## src/rtl/piso_serializer_if.sv

```systemverilog
// Handshake and serial-output bundle between a word source and the PISO serializer.
// master = upstream word source / bit-rate owner, slave = the serializer itself.
interface piso_serializer_if #(
  parameter int unsigned WIDTH = 8
);
  logic [WIDTH-1:0] data_in;
  logic             load_valid;
  logic             load_ready;
  logic             bit_en;
  logic             dout;
  logic             dout_valid;
  logic             busy;
  logic             frame_done;

  modport master (
    output data_in,
    output load_valid,
    output bit_en,
    input  load_ready,
    input  dout,
    input  dout_valid,
    input  busy,
    input  frame_done
  );

  modport slave (
    input  data_in,
    input  load_valid,
    input  bit_en,
    output load_ready,
    output dout,
    output dout_valid,
    output busy,
    output frame_done
  );
endinterface

```

## src/rtl/piso_serializer.sv

```systemverilog
// Parallel-in serial-out framer: accepts WIDTH-bit words on valid/ready and emits one
// bit per bit_en strobe, streaming back-to-back words with no idle bit between frames.
module piso_serializer #(
  parameter int unsigned WIDTH     = 8,
  parameter bit          MSB_FIRST = 1'b1
) (
  input  logic             clk,
  input  logic             reset,
  piso_serializer_if.slave bus
);

  localparam int unsigned CW = $clog2(WIDTH);
  localparam logic [CW-1:0] LAST_CNT = CW'(WIDTH - 1);

  typedef enum logic {
    IDLE  = 1'b0,
    SHIFT = 1'b1
  } state_e;

  state_e           state_q, state_d;
  logic [WIDTH-1:0] shreg_q, shreg_d;
  logic [CW-1:0]    cnt_q, cnt_d;
  logic             frame_done_q, frame_done_d;

  logic             last_bit;
  logic             load_ready;
  logic             xfer;
  logic [WIDTH-1:0] shreg_shifted;

  // Ready is also raised on the final bit so the next word lands without a gap.
  assign last_bit   = (state_q == SHIFT) && (cnt_q == LAST_CNT) && bus.bit_en;
  assign load_ready = (state_q == IDLE) || last_bit;
  assign xfer       = bus.load_valid && load_ready;

  always_comb begin
    shreg_shifted = '0;
    if (MSB_FIRST) begin
      shreg_shifted = {shreg_q[WIDTH-2:0], 1'b0};
    end else begin
      shreg_shifted = {1'b0, shreg_q[WIDTH-1:1]};
    end
  end

  always_comb begin
    state_d      = state_q;
    shreg_d      = shreg_q;
    cnt_d        = cnt_q;
    frame_done_d = 1'b0;

    unique case (state_q)
      IDLE: begin
        if (xfer) begin
          shreg_d = bus.data_in;
          cnt_d   = '0;
          state_d = SHIFT;
        end
      end

      SHIFT: begin
        if (bus.bit_en) begin
          if (cnt_q != LAST_CNT) begin
            shreg_d = shreg_shifted;
            cnt_d   = cnt_q + 1'b1;
          end else begin
            frame_done_d = 1'b1;
            if (bus.load_valid) begin
              shreg_d = bus.data_in;
              cnt_d   = '0;
            end else begin
              shreg_d = '0;
              cnt_d   = '0;
              state_d = IDLE;
            end
          end
        end
      end

      default: begin
        state_d = IDLE;
      end
    endcase
  end

  always_ff @(posedge clk) begin
    if (reset) begin
      state_q      <= IDLE;
      shreg_q      <= '0;
      cnt_q        <= '0;
      frame_done_q <= 1'b0;
    end else begin
      state_q      <= state_d;
      shreg_q      <= shreg_d;
      cnt_q        <= cnt_d;
      frame_done_q <= frame_done_d;
    end
  end

  // Output bit comes straight from the register so the detector sees a glitch-free din.
  assign bus.dout       = (state_q == SHIFT) ? (MSB_FIRST ? shreg_q[WIDTH-1] : shreg_q[0]) : 1'b0;
  assign bus.dout_valid = (state_q == SHIFT);
  assign bus.busy       = (state_q == SHIFT);
  assign bus.frame_done = frame_done_q;
  assign bus.load_ready = load_ready;

endmodule

```

## src/flat_wrapper.sv

```systemverilog
// flat-port wrapper written by rule: the top's interface ports become plain ports
module piso_serializer_flat 
#(
  parameter int unsigned WIDTH     = 8,
  parameter bit          MSB_FIRST = 1'b1
)
  (clk, reset, bus_data_in, bus_load_valid, bus_bit_en, bus_load_ready, bus_dout, bus_dout_valid, bus_busy, bus_frame_done);
  piso_serializer_if #(.WIDTH(WIDTH)) bus_i ();
  input  logic clk;
  input  logic reset;
  input wire logic [$bits(bus_i.data_in)-1:0] bus_data_in;
  input wire logic [$bits(bus_i.load_valid)-1:0] bus_load_valid;
  input wire logic [$bits(bus_i.bit_en)-1:0] bus_bit_en;
  output wire logic [$bits(bus_i.load_ready)-1:0] bus_load_ready;
  output wire logic [$bits(bus_i.dout)-1:0] bus_dout;
  output wire logic [$bits(bus_i.dout_valid)-1:0] bus_dout_valid;
  output wire logic [$bits(bus_i.busy)-1:0] bus_busy;
  output wire logic [$bits(bus_i.frame_done)-1:0] bus_frame_done;
  assign bus_i.data_in = bus_data_in;
  assign bus_i.load_valid = bus_load_valid;
  assign bus_i.bit_en = bus_bit_en;
  assign bus_load_ready = bus_i.load_ready;
  assign bus_dout = bus_i.dout;
  assign bus_dout_valid = bus_i.dout_valid;
  assign bus_busy = bus_i.busy;
  assign bus_frame_done = bus_i.frame_done;
  piso_serializer #(.WIDTH(WIDTH), .MSB_FIRST(MSB_FIRST)) u_core (.clk(clk), .reset(reset), .bus(bus_i));
endmodule
```

## config.mk

```make
export PLATFORM = sky130hd
export DESIGN_NAME = piso_serializer_flat
export DESIGN_NICKNAME = d
export VERILOG_FILES = /design/src/rtl/piso_serializer_if.sv /design/src/rtl/piso_serializer.sv /design/src/flat_wrapper.sv
export SDC_FILE = /design/constraint.sdc
export NUM_CORES = 1
export LEC_CHECK = 0
export CAP_MARGIN = 20
export CORE_UTILIZATION = 48
export DETAILED_ROUTE_END_ITERATION = 16
export PLACE_DENSITY = 0.85
export SYNTH_ARGS = -nofsm -noshare
export SYNTH_HDL_FRONTEND = slang
export SYNTH_SLANG_ARGS = --single-unit
```

## constraint.sdc

```tcl
create_clock -name clk -period 3.36 [get_ports clk]
set_clock_uncertainty 0.2 [all_clocks]
set_input_delay 0.672 -clock clk [delete_from_list [all_inputs] [get_ports clk]]
set_output_delay 0.672 -clock clk [all_outputs]
set_load 0.01 [all_outputs]
```

Word-level counts from Yosys, hierarchy flattened
Index checks and enable logic that the tools add are counted.
- bits in registers: 13
- word-level logic and storage cells: 33
- output and inout port bits: 5
- bits of input ports: 12
- reduce and logical (&&, ||, !) cells: 6
- add/sub/neg operators: 1
- mux-type cells: 16
- eq/ne operators: 4
- bitwise operators: 2
- operators with widths (cell ; number):
    $mux W8 ; 4
    $pmux W8 S2 ; 1
    $mux W3 ; 3
    $mux W1 ; 6
    $pmux W3 S2 ; 1
    $add A3 B1 Y3 const B ; 1
    $eq A3 B3 Y1 const B ; 1
    $logic_and A1 B1 Y1 ; 3
    $ne A3 B3 Y1 const B ; 1
    $reduce_or A3 Y1 ; 1
    $ne A2 B1 Y1 const B ; 1
    $ne A2 B2 Y1 const B ; 1
    $not A1 Y1 ; 2
    $pmux W1 S2 ; 1
    $reduce_and A2 Y1 ; 1
    $logic_or A1 B1 Y1 ; 1

Depth between registers and ports, before layout
- depth after elaboration: 7
- mapped depth: 6

Least setup slack after synthesis
OpenSTA, ideal clock, no wires.
- path kind: register to output
- start: register u_core.cnt_q[0]
- end: output bus_load_ready
- buffers on the path: 1
- stages on the path, launching flop included: 6
- data required time: 2488 ps
- data arrival time: 1096 ps
- path slack: 1392 ps
- path through: dfxtp_1 > ha_1 > ha_1 > clkbuf_1 > nand2_1 > nand2_1
- word-level cells in the longest chain between the ends: 4
- ends and longest elaborated chain (element ; RTL line ; source):
    start: declaration ; piso_serializer.sv:22 ; logic [CW-1:0] cnt_q, cnt_d;
    start signal: assignment ; piso_serializer.sv:93 ; cnt_q <= cnt_d;
    $eq A3 B3 Y1 ; piso_serializer.sv:31 ; assign last_bit = (state_q == SHIFT) && (cnt_q == LAST_CNT) && bus.bit_en;
    $logic_and A1 B1 Y1 (2 in a row) ; piso_serializer.sv:31 ;
    $logic_or A1 B1 Y1 ; piso_serializer.sv:32 ; assign load_ready = (state_q == IDLE) || last_bit;
    end: declaration ; flat_wrapper.sv:14 ; output wire logic [$bits(bus_i.load_ready)-1:0] bus_load_ready;
Every way passes these cells.

Final worst setup path
- start: input bus_bit_en
- end: output bus_load_ready
- word-level cells in the longest chain between the ends: 2
- ends and longest elaborated chain (element ; RTL line ; source):
    start: declaration ; flat_wrapper.sv:13 ; input wire logic [$bits(bus_i.bit_en)-1:0] bus_bit_en;
    $logic_and A1 B1 Y1 ; piso_serializer.sv:31 ;
    $logic_or A1 B1 Y1 ; piso_serializer.sv:32 ;
Every way passes these cells.

==> out/metrics.cfg <==
[synthesis]
ys_top_cells_by_area=dfxtp_1 (42%), a21oi_1 (13%), o221ai_1 (9.8%)
synth.yosys.seq_area_share_pct=41.52
syn_area_um2=626.9
ys_ff_latch=13
postSynthAreaPerCell_um2=8.955
yosysUniqueCellTypes=23
synthCells=70
yosys.area.top_type=dfxtp_1
synth_edf_count=0
synth_nets=84
ys_async_sr_fraction_pct=0
synth-main-ff-cell=dfxtp_1
ys.warnings.count=0
yosysTopAreaCellShare_pct=41.52

[cts]
cts_sinks=13
cts_hold_buffers=0
root_buffer=clkbuf_4
clkTransAtPathRegs_ps=70
cts_max_path_buffers=2
h-tree-depth=1
cts_buffers=3
cts_tree=built
clock_latency_ps=280
postCtsSetupBuffers=0
cts_resized=0

[routing]
wl_per_cell_um=13.65
first_iter_violations=11
via_per_inst=5.930
drt_wl_total_um=1365
routed-via-count=593
drcViolationCount=0
dr.pass1.iters=4
final_antenna_net_count=0

[die]
die_x_um=38.14
core_area_mm2=0.001156
io-pin-count=17
die_area_mm2=0.001454
die_h_um=38.14
start_util_pct=54.22
rows=12

[sta]
slew_headroom_pct=67.54
fmax_mhz=344.7
min_period_ps=2901
period_share_pct=86.33
rsz0062_at_grt=false
maxSlewViolCount=0
tightestPinTransition_ps=486.3
finalSetupViolCount=0
setup_ws_ps=459.2
setup-tns-final_ps=0
hold_viol=0

[setup_path]
regToRegSetupSlack_ps=1640
required_ps=2490
path_cells=clkdlybuf4s50_1 > nand2_1 > nand2_1 > clkdlybuf4s50_1
path_buf_inv=2
crit_family=buffers and inverters
worst_ep_arrival_time_ps=2030
startpoint_type=primary input
timing.rr.start=u_core.cnt_q[0]$_SDFFE_PP0P_
crit_fanout=6
crit_path_top_delay_cell=clkdlybuf4s50_1
cp_slowest_stage_delay_ps=630
critPathCaptureType=primary output
r2r-end=u_core.shreg_q[5]$_SDFFE_PP0P_
rr_worst_depth=5
crit_type=in2out

[layout]
post-route-util_pct=69.81
nFillCells=104
area_growth_pct=28.74
diodes=0
drive_above_1_share_pct=8.140
nets=101

[global_route]
grt_remaining_overflow=0
first_global_vias=499
grt_max_degree=13
antenna_found_initial=0
grt_pass1_wl_um=2221
globalRouteTotalUtil_pct=22.40

[placement]
preCtsSetupSlack_ps=455.5
hpwl_um=957.5
io_buffers=16
place_congestion=0.7937

[power]
ir_worst_vdd_mv=0.3460
power_leakage_nw=0.2972
power.density_mw_per_mm2=398.5

[worst_hold_path]
hp-class=reg2reg
hold_depth=2
min_to=u_core.cnt_q[0]$_SDFFE_PP0P_
hp-start=u_core.cnt_q[0]$_SDFFE_PP0P_

[outcome]
outcome=complete, no violations

[flow_run]
drv_cap=0

## tightest hold or removal path: stages (launching register included)
cell	delay (ps)
dfxtp_1	340
nand2_1	80
a21oi_2	50
## report_power, final
part	total [mW]	internal (mW)	switching (mW)
clock network	0.0949	0.0460	0.0488
registers	0.173	0.164	0.00823
logic	0.0542	0.0297	0.0246
## Yosys cell counts (2+ instances only)
cell type   n
a21oi_1    16
dfxtp_1    13
nand3_1     7
o221ai_1    7
nand2_1     4
nor2_1      3
a32oi_1     2
buf_4       2
ha_1        2
## worst max-delay path by stage
stage	start	to	slack [ps]	cells after the start
after floorplan	u_core.cnt_q[0]$_SDFFE_PP0P_	bus_load_ready	1390	5
after global placement	bus_bit_en	bus_load_ready	480	4
after detailed placement	bus_bit_en	bus_load_ready	460	4
after CTS	bus_bit_en	bus_load_ready	460	4
after global routing	bus_bit_en	bus_load_ready	410	4
final	bus_bit_en	bus_load_ready	460	4
## state kept, by name (all words and copies together), names as in the netlist
signal                 count
u_core.shreg_q             8
u_core.cnt_q               3
u_core.bus.busy            1
u_core.bus.frame_done      1
## routing by layer
| layer | vias up | routed length, µm | part of all wire, % | global-route usage [%] |
|---|---|---|---|---|
| met3 | 2 | 70 | 5.1 | 10.47 |
| met2 | 18 | 630 | 46 | 34.75 |
| met4 | 0 | 14 | 1.0 | 5.357 |
| met5 | - | 0 | 0 | 0 |
| li1 | 302 | - | - | - |
| met1 | 271 | 648 | 47 | 27.80 |
## layout by cell type (no fill, tap or decap), drive strengths merged
cell type,netlist,final
a21oi,17,17
clkdlybuf4s50,0,16
dfxtp,13,13
nand3,7,7
o221ai,7,7
nand2,5,5
clkbuf,1,4
nor2,3,3
a32oi,2,2
ha,2,2
and2,1,1
inv,1,1
nand2b,1,1
mux2,1,1
clkinv,1,1
mux2i,1,1
and3,1,1
a31o,1,1
or3,1,1
nor3b,1,1
## cell families (layout without fill, tap and decap cells)
| kind of cell | count (synthesis) | count (layout) | synth area share [%] |
|---|---|---|---|
| AO/OA/AOI/OAI | 27 | 27 | 28.15 |
| AND/OR/NAND/NOR | 20 | 20 | 16.77 |
| flip-flops | 13 | 13 | 41.52 |
| buffers and inverters | 6 | 22 | 4.987 |
| adder cells (fa/ha/maj) | 2 | 2 | 3.991 |
| multiplexers | 2 | 2 | 4.590 |
## metrics by stage
stage / hold WS [ps] / cell area (µm²) / total power [mW] / cells
after detailed placement: 288.7 / 780.7 / 0.2300 / 96
after global placement: 264.6 / 780.7 / 0.2282 / 96
after global routing: 331.0 / 807.0 / 0.3361 / 100
after floorplan: 247.3 / 626.9 / 0.2034 / 70
after CTS: 300.0 / 807.0 / 0.3242 / 100
final: 306.8 / 807.0 / 0.3216 / 100
## cell type report
cell class	count	area, µm²	share of cell area (%)
well taps	14	17.52	2.171
clock buffers	4	26.28	3.256
multi-input cells	51	335.3	41.55
repair buffers	16	160.2	19.85
inverters	2	7.507	0.9302
flip-flops and latches	13	260.3	32.25
(Power assumes the default switching activity.)
